File: src/rtl/int2float_pkg.sv
// Shared types and constants for the pipelined int-to-float converter.
// The result struct is sized by the package widths, which are the converter's default float format.
package int2float_pkg;

   localparam logic RND_TRUNC = 1'b0;
   localparam logic RND_RNE   = 1'b1;

   localparam int RES_EXP_W = 3;
   localparam int RES_MAN_W = 4;

   typedef struct packed {
      logic                 sign;
      logic [RES_EXP_W-1:0] exp;
      logic [RES_MAN_W-1:0] man;
      logic                 inexact;
      logic                 sat;
   } f_res_t;

   function automatic int max_exp(input int exp_w);
      return (1 << exp_w) - 1;
   endfunction

endpackage

File: src/rtl/int2float_pipe_lzd.sv
// Combinational leading-one detector: index of the highest set bit plus an all-zero flag.
module lzd_prio #(
   parameter int W  = 11,
   parameter int PW = $clog2(W)
) (
   input  logic [W-1:0]  v,
   output logic [PW-1:0] p,
   output logic          zero
);

   // Ascending scan, so the highest set bit wins.
   always_comb begin
      p = '0;
      for (int i = 0; i < W; i++)
         if (v[i]) p = PW'(i);
   end

   assign zero = (v == '0);

endmodule

File: src/rtl/int2float_pipe.sv
// Three-stage integer-to-small-float converter with valid/ready on both sides.
// S1 sign/magnitude, S2 leading-one detect, S3 shift/round/saturate into the output registers.
module int2float_pipe
   import int2float_pkg::*;
#(
   parameter int IN_W   = 11,
   parameter int MAN_W  = RES_MAN_W,
   parameter int EXP_W  = RES_EXP_W,
   parameter bit SIGNED = 1'b0
) (
   input  logic             clk,
   input  logic             rst_n,
   input  logic             in_valid,
   output logic             in_ready,
   input  logic [IN_W-1:0]  in_data,
   input  logic             in_rne,
   output logic             out_valid,
   input  logic             out_ready,
   output logic             out_sign,
   output logic [EXP_W-1:0] out_exp,
   output logic [MAN_W-1:0] out_man,
   output logic             out_inexact,
   output logic             out_sat
);

   localparam int PW   = $clog2(IN_W);
   localparam int EW   = (PW + 2 > EXP_W + 1) ? PW + 2 : EXP_W + 1;
   localparam int IW1  = IN_W + 1;
   localparam int MAXE = max_exp(EXP_W);

   logic s1_vld, s2_vld, o_vld;
   logic s1_en, s2_en, s3_en;

   // Each stage loads when empty or when its occupant leaves this cycle.
   assign s3_en    = !o_vld || out_ready;
   assign s2_en    = !s2_vld || s3_en;
   assign s1_en    = !s1_vld || s2_en;
   assign in_ready = s1_en;

   logic            neg;
   logic [IN_W-1:0] mag_in;
   logic            s1_sign, s1_rne;
   logic [IN_W-1:0] s1_mag;

   assign neg    = SIGNED && in_data[IN_W-1];
   assign mag_in = neg ? (~in_data + IN_W'(1)) : in_data;

   always_ff @(posedge clk or negedge rst_n) begin
      if (!rst_n) begin
         s1_vld  <= 1'b0;
         s1_sign <= 1'b0;
         s1_rne  <= 1'b0;
         s1_mag  <= '0;
      end else if (s1_en) begin
         s1_vld <= in_valid;
         if (in_valid) begin
            s1_sign <= neg;
            s1_rne  <= in_rne;
            s1_mag  <= mag_in;
         end
      end
   end

   logic [PW-1:0]   lz_p, s2_p;
   logic            lz_zero, s2_zero;
   logic            s2_sign, s2_rne;
   logic [IN_W-1:0] s2_mag;

   lzd_prio #(.W(IN_W), .PW(PW)) u_lzd (
      .v    (s1_mag),
      .p    (lz_p),
      .zero (lz_zero)
   );

   always_ff @(posedge clk or negedge rst_n) begin
      if (!rst_n) begin
         s2_vld  <= 1'b0;
         s2_sign <= 1'b0;
         s2_rne  <= 1'b0;
         s2_mag  <= '0;
         s2_p    <= '0;
         s2_zero <= 1'b0;
      end else if (s2_en) begin
         s2_vld <= s1_vld;
         if (s1_vld) begin
            s2_sign <= s1_sign;
            s2_rne  <= s1_rne;
            s2_mag  <= s1_mag;
            s2_p    <= lz_p;
            s2_zero <= lz_zero;
         end
      end
   end

   f_res_t          res_n, res;
   logic [EW-1:0]   sh, e_n;
   logic [IN_W-1:0] shifted, rem, half;
   logic [IN_W:0]   man_r;
   logic            up;

   always_comb begin
      res_n      = '0;
      res_n.sign = s2_sign;
      sh         = '0;
      e_n        = '0;
      shifted    = '0;
      rem        = '0;
      half       = '0;
      man_r      = '0;
      up         = 1'b0;
      if (s2_zero) begin
         res_n.man = '0;
      end else if (EW'(s2_p) < EW'(MAN_W)) begin
         res_n.man = s2_mag[MAN_W-1:0];
      end else begin
         sh      = EW'(s2_p) - EW'(MAN_W - 1);
         shifted = s2_mag >> sh;
         rem     = s2_mag & ((IN_W'(1) << sh) - IN_W'(1));
         half    = IN_W'(1) << (sh - EW'(1));
         up      = (s2_rne == RND_RNE) && ((rem > half) || ((rem == half) && shifted[0]));
         man_r   = {1'b0, shifted} + IW1'(up);
         e_n     = sh;
         // A round-up carry out of the mantissa renormalises to 1.000 at the next exponent.
         if (|man_r[IN_W:MAN_W]) begin
            man_r = IW1'(1) << (MAN_W - 1);
            e_n   = sh + EW'(1);
         end
         if (e_n > EW'(MAXE)) begin
            res_n.exp     = '1;
            res_n.man     = '1;
            res_n.inexact = 1'b1;
            res_n.sat     = 1'b1;
         end else begin
            res_n.exp     = e_n[EXP_W-1:0];
            res_n.man     = man_r[MAN_W-1:0];
            res_n.inexact = (rem != '0);
         end
      end
   end

   always_ff @(posedge clk or negedge rst_n) begin
      if (!rst_n) begin
         o_vld <= 1'b0;
         res   <= '0;
      end else if (s3_en) begin
         o_vld <= s2_vld;
         if (s2_vld) res <= res_n;
      end
   end

   assign out_valid   = o_vld;
   assign out_sign    = res.sign;
   assign out_exp     = res.exp;
   assign out_man     = res.man;
   assign out_inexact = res.inexact;
   assign out_sat     = res.sat;

endmodule

File: config.mk
export PLATFORM = sky130hd
export DESIGN_NAME = int2float_pipe
export DESIGN_NICKNAME = d
export VERILOG_FILES = /design/src/rtl/int2float_pkg.sv /design/src/rtl/int2float_pipe_lzd.sv /design/src/rtl/int2float_pipe.sv
export SDC_FILE = /design/constraint.sdc
export NUM_CORES = 1
export LEC_CHECK = 0
export CELL_PAD_IN_SITES_DETAIL_PLACEMENT = 0
export CELL_PAD_IN_SITES_GLOBAL_PLACEMENT = 1
export CORE_UTILIZATION = 49
export DETAILED_ROUTE_END_ITERATION = 8
export HOLD_SLACK_MARGIN = 0.15
export PLACE_DENSITY = 0.93
export SYNTH_ARGS = -nofsm -noshare
export SYNTH_HDL_FRONTEND = slang
export SYNTH_SLANG_ARGS = --single-unit
File: constraint.sdc
create_clock -name clk -period 8.7 [get_ports clk]
set_clock_uncertainty 0.05 [all_clocks]
set_input_delay 1.305 -clock clk [delete_from_list [all_inputs] [get_ports clk]]
set_output_delay 1.305 -clock clk [all_outputs]
set_load 0.01 [all_outputs]
Word-level counts from Yosys, hierarchy flattened
Index checks and enable logic that the tools add are counted.

Register bits: 41. Input port bits: 16. Output and inout port bits: 12. Word-level logic and storage cells: 63.

Add/subtract/negate cells: 5. Order comparisons: 3. Equality and inequality tests: 1. Shifts and indexed selects: 3. Mux-type cells: 22. Bitwise operators: 1. Reductions and logical operators: 15.

Operators by type and width (number): 2-to-1 mux 4 bit (6); left shift 1 x 6 -> 11 bit, first input constant (2); 2-to-1 mux 3 bit (6); 2-to-1 mux 6 bit (3); adder 11 x 1 -> 12 bit (1); bitwise AND 11 bit (1); == test 11 bit (1); > comparator 11 bit (1); zero test 11 bit (1); nonzero test 11 bit (1); right shift 11 x 6 -> 11 bit (1); subtractor 11 x 1 -> 11 bit, second input constant (1); 2-to-1 mux 2 bit (4); 2-to-1 mux 8 bit (1); OR reduction 8 bit (1); adder 5 x 2 -> 6 bit, second input constant (1); > comparator 6 x 3 -> 1 bit, second input constant (1); AND reduction 2 bit (3); subtractor 5 x 2 -> 6 bit, second input constant (1); subtractor 4 x 2 -> 5 bit, second input constant (1); logical OR 1 bit (4); < comparator 4 x 3 -> 1 bit, second input constant (1); zero test 1 bit (3); logical AND 1 bit (2); 2-to-1 mux 1 bit (2).

Longest topological paths before layout
Gate-level depths: netlist of run 1.

Depth in word-level cells: 17. Gate-level depth with buffers: 30. Gate-level depth less buffers: 28.

By module
Synthesis of run 1 repeated with hierarchy kept, for this count alone.

Cells, all modules: 370. Area, all modules: 3300.7 um^2.

By module, submodules not included: int2float_pipe (instances 1, cells each 353, area an instance 3195.6 um^2, seq. area each 1026.0 um^2); lzd_prio (instances 1, cells each 17, area an instance 105.1 um^2, seq. area each 0.0 um^2).

Worst setup path before layout of run 1
Ideal clock, no wire load.

Path kind: flip-flop to flip-flop. Start point: reg s2_p[2]. End point: reg res, in the netlist out_man[0]. Arrival: 5248 ps. Required time: 8524 ps. Path slack: 3276 ps. Stages on the path, launching flop included: 30. Buffers on the path: 2. Clock period less this slack: 5424 ps. Cell sequence: dfrtp_1 > inv_1 > ha_1 > a21oi_2 > xnor2_2 > nand2_1 > nor2_1 > nand2_1 > ha_1 > clkbuf_1 > xor2_1 > nand2b_1 > inv_1 > ha_1 > o21a_1 > o21a_1 > o21a_1 > o21ai_0 > nand2b_1 > a21oi_1 > o21ai_0 > o21a_1 > ha_1 > and3_1 > o21a_4 > a311oi_1 > o211ai_2 > buf_6 > or3_1 > a221o_1.

Cells in the longest elaborated chain, start to end: 17.

RTL lines: start: declaration (line int2float_pipe.sv:64) `logic [PW-1:0] lz_p, s2_p;`; start signal: assignment (line int2float_pipe.sv:89) `s2_p <= lz_p;`; parallel branches: the longest is 15 deep, another holds adder 11 x 1 -> 12 bit; 2-to-1 mux 4 bit (*) (line int2float_pipe.sv:113) `end else if (EW'(s2_p) < EW'(MAN_W)) begin`; 2-to-1 mux 4 bit (*) (line int2float_pipe.sv:111) `if (s2_zero) begin`; end signal: assignment (line int2float_pipe.sv:147) `if (s2_vld) res <= res_n;`; end: declaration (line int2float_pipe.sv:95) `f_res_t res_n, res;`.

Mark *: on every way between the ends. The select of a mux whose other input is x is not followed. A chain may end at the register's enable or synchronous reset.

Worst setup path after layout of run 1
Start point: reg s2_p[0]. End point: reg res, in the netlist out_man[0].

Same word-level chain as after synthesis.

==> results of run 1 <==
==> cell usage after synthesis, drive strengths merged (3+ instances only) <==
library cell / n / share of area, %
and2: 6 / 1.1
mux2: 31 / 10
a21boi: 5 / 1.2
mux2i: 6 / 1.8
buf: 14 / 2.5
o211ai: 4 / 1.2
nand4: 3 / 0.56
xnor2: 4 / 1.3
o21ai: 17 / 2.5
a22oi: 3 / 0.82
nor2b: 8 / 1.5
o21a: 6 / 1.6
xor2: 5 / 1.5
a21oi: 22 / 3.5
nor3: 11 / 1.6
a221o: 3 / 0.90
nor2: 32 / 3.6
nand2: 52 / 5.8
nand2b: 7 / 1.3
mux4: 5 / 3.4
or3: 7 / 1.3
clkbuf: 6 / 0.67
ha: 21 / 7.8
dfrtp: 41 / 31
inv: 7 / 0.78
nand3: 13 / 1.9
and3: 4 / 0.78
o31ai: 3 / 0.67
==> routing by layer <==
metal,vias to the layer above,share of wire [%]
met4,0,2.1
met2,134,46
li1,1380,-
met1,1400,45
met5,-,0
met3,22,7.2
==> cell usage in the layout, fill, tap and decap left out, types with 2 or more instances in the layout <==
cell type        instances
xor2_1                   4
nand4_1                  3
dfrtp_1                 41
and3_1                   3
a21boi_0                 3
xnor2_1                  3
nand2_1                 52
a21oi_2                  2
a22oi_1                  2
mux4_2                   5
or4_1                    2
nand2b_1                 7
o21ai_0                 16
o31ai_1                  3
o41ai_1                  2
o211ai_1                 2
nand3_1                 13
a221o_1                  3
mux2_1                   2
or3_1                    7
mux2i_1                  6
mux2_2                  29
clkdlybuf4s50_1         25
nor3_1                  11
buf_4                    3
o21a_1                   5
nor4_1                   2
a21oi_1                 20
o211ai_2                 2
nor2_1                  32
inv_1                    7
and2_1                   6
nor2b_1                  8
ha_1                    21
clkbuf_8                 6
==> registers in the layout (all words and copies together) (netlist names), 3 cells and up <==
register  cells
out_exp       3
s2_p          4
s2_mag       11
out_man       4
s1_mag       11
==> power breakdown <==
part | internal [W] | leakage (nW) | switching (W)
Sequential | 0.000239 | 0.483 | 0.0000632
Clock | 0.0000933 | 0.0574 | 0.0000644
Combinational | 0.000306 | 0.990 | 0.000397
Total | 0.000639 | 1.53 | 0.000525
==> worst max-delay path, stage by stage (launching register included) <==
cell and delay, ns:
dfrtp_1 1.02, inv_1 0.38, ha_1 0.99, nor2b_1 0.48
nand2_1 0.11, ha_1 0.34, nor2_1 0.25, a22o_1 0.16
nand2_1 0.05, a21boi_0 0.33, ha_1 0.31, o21a_1 0.12
o21ai_0 0.16, nand2b_1 0.08, a21oi_1 0.13, o21ai_0 0.09
o21a_1 0.20, ha_1 0.21, and3_1 0.16, o21a_4 0.21
a311oi_1 0.27, o211ai_2 0.27, or3_1 0.41, a221o_1 0.33
==> area by class of cell <==
class	count	share of cell area, %
tap	77	2.58
clock buffer	6	2.21
inverter	7	0.703
multi-input combinational	303	58.6
sequential	41	27.4
clock inverter	2	1.00
timing repair buffer	29	7.43
==> stage by stage <==
stage               hold WS [ns]  instance area (sq um)  power [W]  instances  utilization, %
floorplan                  0.408                   3350   0.000808        371               -
global placement           0.411                   3620   0.000989        457            56.0
detailed placement         0.419                   3620   0.000990        457            56.0
CTS                        0.437                   3740    0.00115        465            57.9
global route               0.469                   3740    0.00125        465            57.9
finish                     0.436                   3740    0.00116        465            57.9
==> cells by family after synthesis <==
kind of cell | Yosys count | synth area share (%)
AOI/OAI and AO/OA | 82 | 18.5
xor gates and xnor gates | 9 | 2.80
DFF | 41 | 30.6
adders and majority gates | 21 | 7.84
muxes | 42 | 15.6
buffers and inverters | 27 | 3.96
and+or+nand+nor | 148 | 20.6
other | 1 | 0.112
==> final timing paths <==
path	end	slack, ns	cells after the start
max in group asynchronous	s2_mag[4]	6.98	1
hold / removal	out_exp[0]	0.44	2
hold reg to reg	out_exp[0]	0.44	2
setup / recovery	out_man[0]	1.49	23
min in group asynchronous	out_valid	1.07	1
setup reg to reg	out_man[0]	1.49	23
==> results.txt, run 1 <==
Global route hottest layer - met2
Status - finished, final reports clean
Pre-CTS WS - 1.66 ns
Largest net degree at the start of global routing - 42
Cell count after synthesis - 371
Critical Path AT - 7.34 ns
RSZ-0062 raised after global routing - no
RR Startpoint - s2_p[0]
First-pass GRT wire length - 13.8 mm
Final TNS setup - 0 ns
Initial Util - 51.9%
Synth Register Bits - 41
Clock Path Buffers - 2
Multi-input logic area - 2190 sq um
Rows - 29
Leakage - 1.53 nW
Met2 Usage GRT - 37.4%
Overall die height - 84.7 um
Fin. Hold Viols - 0
Wire per inst - 17.5 um
Overall Global Routing Usage - 24.1%
Fmax achieved - 139 MHz
Chip width - 84.7 um
CORE AREA - 6460 sq um
Top Ports - 28
IO buf count - 26
Slew Viols, Final - 0
CP Max Fanout - 28
CP endpoint kind - flip-flop
Critical path type - reg2reg
Hold_buf cts - 0
ANT nets after route - 0
Residual DRC - 0
Hold Crit Class - reg2reg
Total of fill cells in the finished design - 571
Worst skew pair latency - 0.28 ns
Vias per inst - 6.31
Hold Startpoint - out_exp[0]
Register area - 1030 sq um
Nets - 424
Clock root buffer - clkbuf_8
Dominant synthesized flop cell - dfrtp_1
Final setup vio count - 0
Synthesized area - 3350 sq um
Measured slew at the worst slew-check pin - 1.01 ns
Cells resized by post-CTS repair - 0
Routed WL - 8.13 mm
Share of cells above drive strength 1 - 16.0%
Post-DP HPWL - 6.19 mm
Placer Congestion - 1.09
Die area - 7180 sq um
Final setup margin - 1.49 ns
Setup bufs post-CTS - 0
Ys Warns - 0
Post-layout min period - 7.21 ns
Antenna violations before repair - 0
Number of global-route vias before repair - 2778
Worst Path Required - 8.82 ns
Grt met3 use - 4.03%
Post-synth EDFFs - 0
Router iterations before antenna repair - 5
Via count - 2936
CP Launch Point - s2_p[0]
Grt ovf - 0
CTS sink count - 41
Sequential element share of the synthesized area - 30.6%
Iteration-0 DRC Markers - 341
Power Density - 311 nW/um^2
Inserted Clock Buffers - 5
CTS tree - built
M1 GR Usage - 34.7%
Average cell area after synthesis - 9.03 sq um
VDD IR max - 0.000162 V
Distinct cells, synth - 64
Async SR Flop Fraction - 100%
CTS HTree Levels - 2
ANT cells - 0
Max_cap viols - 0
Slew HR - 32.4%
Mapped Nets - 408
Layout area overhead - 11.6%
Critical Path Source Type - flip-flop
CTS clk-pin slew, worst paths - 0.08 ns
Fin crit share - 82.9%
(Power assumes the default switching activity.)
==> inputs of run 2 (changes only) <==
- CORE_UTILIZATION: 49 -> 45
- PLACE_DENSITY: 0.93 -> 0.87
- clock period: 8.7 -> 7.4 ns (I/O delays scaled with it)
==> run 2 against run 1 <==
Effect of this change:
- flip-flop and latch count did not move
- utilization fell by 5.9 points
- register-to-register slack got worse by 0.81 ns
- routed wire length rose by 4.3%
- clock power fell by 8%
- non-clock buffer count rose by 2
- critical path depth rose by 3
- cell area rose by 0.27%
- largest power group unchanged
- highest routed layer unchanged
==> results.txt, run 2 (synthesized netlist as in run 1, its figures left out) <==
Worst path slowest cell - xnor2_2 (was dfrtp_1)
Worst Path Required - 7.53 ns (was 8.82 ns)
NetSw - 0.000619 W (was 0.000525 W)
Routed WL - 8.48 mm (was 8.13 mm)
Leading cell type in the layout, fill and taps excluded - nand2_1 (unchanged)
Slew HR - 41.1% (was 32.4%)
Total of fill cells in the finished design - 712 (was 571)
Die area - 7800 sq um (was 7180 sq um)
Iteration-0 DRC Markers - 187 (was 341)
Slew Viols, Final - 0 (unchanged)
Post-DP HPWL - 6.50 mm (was 6.19 mm)
Critical path type - reg2reg (unchanged)
RR Startpoint - s2_p[2] (was s2_p[0])
Initial Util - 46.5% (was 51.9%)
CP Max Fanout - 15 (was 28)
Antenna violations before repair - 0 (unchanged)
Nets - 426 (was 424)
Fin crit share - 90.8% (was 82.9%)
Via count - 2961 (was 2936)
Hold Startpoint - out_sat (was out_exp[0])
CTS HTree Levels - 2 (unchanged)
Max_cap viols - 0 (unchanged)
CORE AREA - 7210 sq um (was 6460 sq um)
Critical Path AT - 6.85 ns (was 7.34 ns)
Cells resized by post-CTS repair - 0 (unchanged)
Sequential fraction of design power - 26.7% (was 26.0%)
Power Density - 354 nW/um^2 (was 311 nW/um^2)
Regs by FF count - s1_mag: 11 flops, s2_mag: 11 flops (unchanged)
CTS sink count - 41 (unchanged)
Measured slew at the worst slew-check pin - 0.884 ns (was 1.01 ns)
ANT cells - 0 (unchanged)
Chip width - 88.3 um (was 84.7 um)
Largest net degree at the start of global routing - 42 (unchanged)
Rows - 31 (was 29)
Status - finished, final reports clean (unchanged)
Worst skew pair latency - 0.29 ns (was 0.28 ns)
Top Ports - 28 (unchanged)
Most frequent CP cell - ha_1 (unchanged)
Internal - 0.000709 W (was 0.000639 W)
Wire per inst - 17.3 um (was 17.5 um)
VDD IR max - 0.000151 V (was 0.000162 V)
Crit path max-delay family - compound AO/OA/AOI/OAI gates (unchanged)
Most frequent cells in the layout - nand2_1, dfrtp_1, nor2_1, mux2_2, clkdlybuf4s50_1 (unchanged)
Comb power frac - 62.4% (was 60.4%)
Setup bufs post-CTS - 0 (unchanged)
Fin. Hold Viols - 0 (unchanged)
Vias per inst - 6.06 (was 6.31)
Post-layout min period - 6.72 ns (was 7.21 ns)
Layout area overhead - 11.9% (was 11.6%)
CP endpoint kind - flip-flop (unchanged)
Hold_buf cts - 0 (unchanged)
Switching fraction of total power - 46.6% (was 45.1%)
ANT nets after route - 0 (unchanged)
IO buf count - 26 (unchanged)
Residual DRC - 0 (unchanged)
Clock Path Buffers - 2 (unchanged)
Final setup vio count - 0 (unchanged)
Router iterations before antenna repair - 6 (was 5)
Grt ovf - 0 (unchanged)
First-pass GRT wire length - 14.3 mm (was 13.8 mm)
Number of global-route vias before repair - 2844 (was 2778)
Leakage - 1.52 nW (was 1.53 nW)
CP Launch Point - s2_p[2] (was s2_p[0])
Fmax achieved - 149 MHz (was 139 MHz)
Tot Pwr - 0.00133 W (was 0.00116 W)
CTS clk-pin slew, worst paths - 0.08 ns (about the same)
Clock root buffer - clkbuf_8 (unchanged)
Crit path buf inv count - 1 (unchanged)
Post-route core utilization - 52.0% (was 57.9%)
Overall die height - 88.3 um (was 84.7 um)
Share of cells above drive strength 1 - 16.2% (was 16.0%)
Overall Global Routing Usage - 24.0% (was 24.1%)
CTS tree - built (unchanged)
Inserted Clock Buffers - 5 (unchanged)
Hold Crit Class - reg2reg (unchanged)
RSZ-0062 raised after global routing - no (unchanged)
Placer Congestion - 0.934 (was 1.09)
Slowest cell delay on critical path - 0.61 ns (was 1.02 ns)
Clock power frac - 10.9% (was 13.6%)
Final TNS setup - 0 ns (unchanged)
Critical Path Source Type - flip-flop (unchanged)
[run 2: final timing paths]
path	endpoint	slack, ns	cells after the start
worst max register to register	out_man[2]	0.68	26
min in group asynchronous	s1_vld	0.88	1
worst max-delay path	out_man[2]	0.68	26
worst min-delay path	out_sat	0.43	2
max in group asynchronous	s2_mag[6]	5.86	1
worst min register to register	out_sat	0.43	2
[run 2: cell type report]
type                    instances  area, sq um  share of cell area, %
multi-input cells             303         2190                   58.5
flip-flops and latches         41         1030                   27.4
repair buffers                 31          293                   7.81
well taps                      99          124                   3.30
clock buffers                   6         72.6                   1.94
inverters                       7         26.3                  0.701
clock inverters                 2         15.0                  0.400
[run 2: power groups by stage]
stage / logic [W] / clock network (W) / registers [W]
global placement: 0.000809 / 0 / 0.000353
detailed placement: 0.000815 / 0 / 0.000357
global route: 0.000906 / 0.000161 / 0.000363
floorplan: 0.000613 / 0 / 0.000337
finish: 0.000830 / 0.000145 / 0.000354
CTS: 0.000819 / 0.000150 / 0.000352
[run 2: worst register-to-register path, stage by stage, from the launching register on]
cell and delay [ns]:
dfrtp_1 0.50, inv_1 0.20, ha_1 0.19, a21oi_2 0.08
xnor2_2 0.61, nand2_1 0.46, nor2_1 0.37, nand2_1 0.10
ha_1 0.35, nor2_1 0.29, a22o_1 0.19, nand2_1 0.06
a21boi_0 0.30, ha_1 0.30, o21a_1 0.11, o21ai_0 0.14
nand2b_1 0.07, a21oi_1 0.13, o21ai_0 0.08, o21a_1 0.21
ha_1 0.21, and3_1 0.16, o21a_4 0.20, a311oi_1 0.26
o211ai_2 0.26, or3_1 0.41, a221o_1 0.31
[run 2: layer usage]
layer / up-vias / routed length (um) / GRT usage, %
met5: - / 0 / 0
met1: 1415 / 3710 / 33.3
li1: 1385 / - / -
met3: 22 / 583 / 4.01
met2: 139 / 3970 / 38.0
met4: 0 / 218 / 8.36
[run 2: stage by stage]
step	setup slack, ns	area (sq um)	hold slack [ns]	std cells
floorplan	1.98	3350	0.408	371
global placement	1.02	3660	0.411	481
detailed placement	0.847	3660	0.416	481
CTS	0.815	3750	0.436	489
global route	0.248	3750	0.492	489
finish	0.677	3750	0.431	489
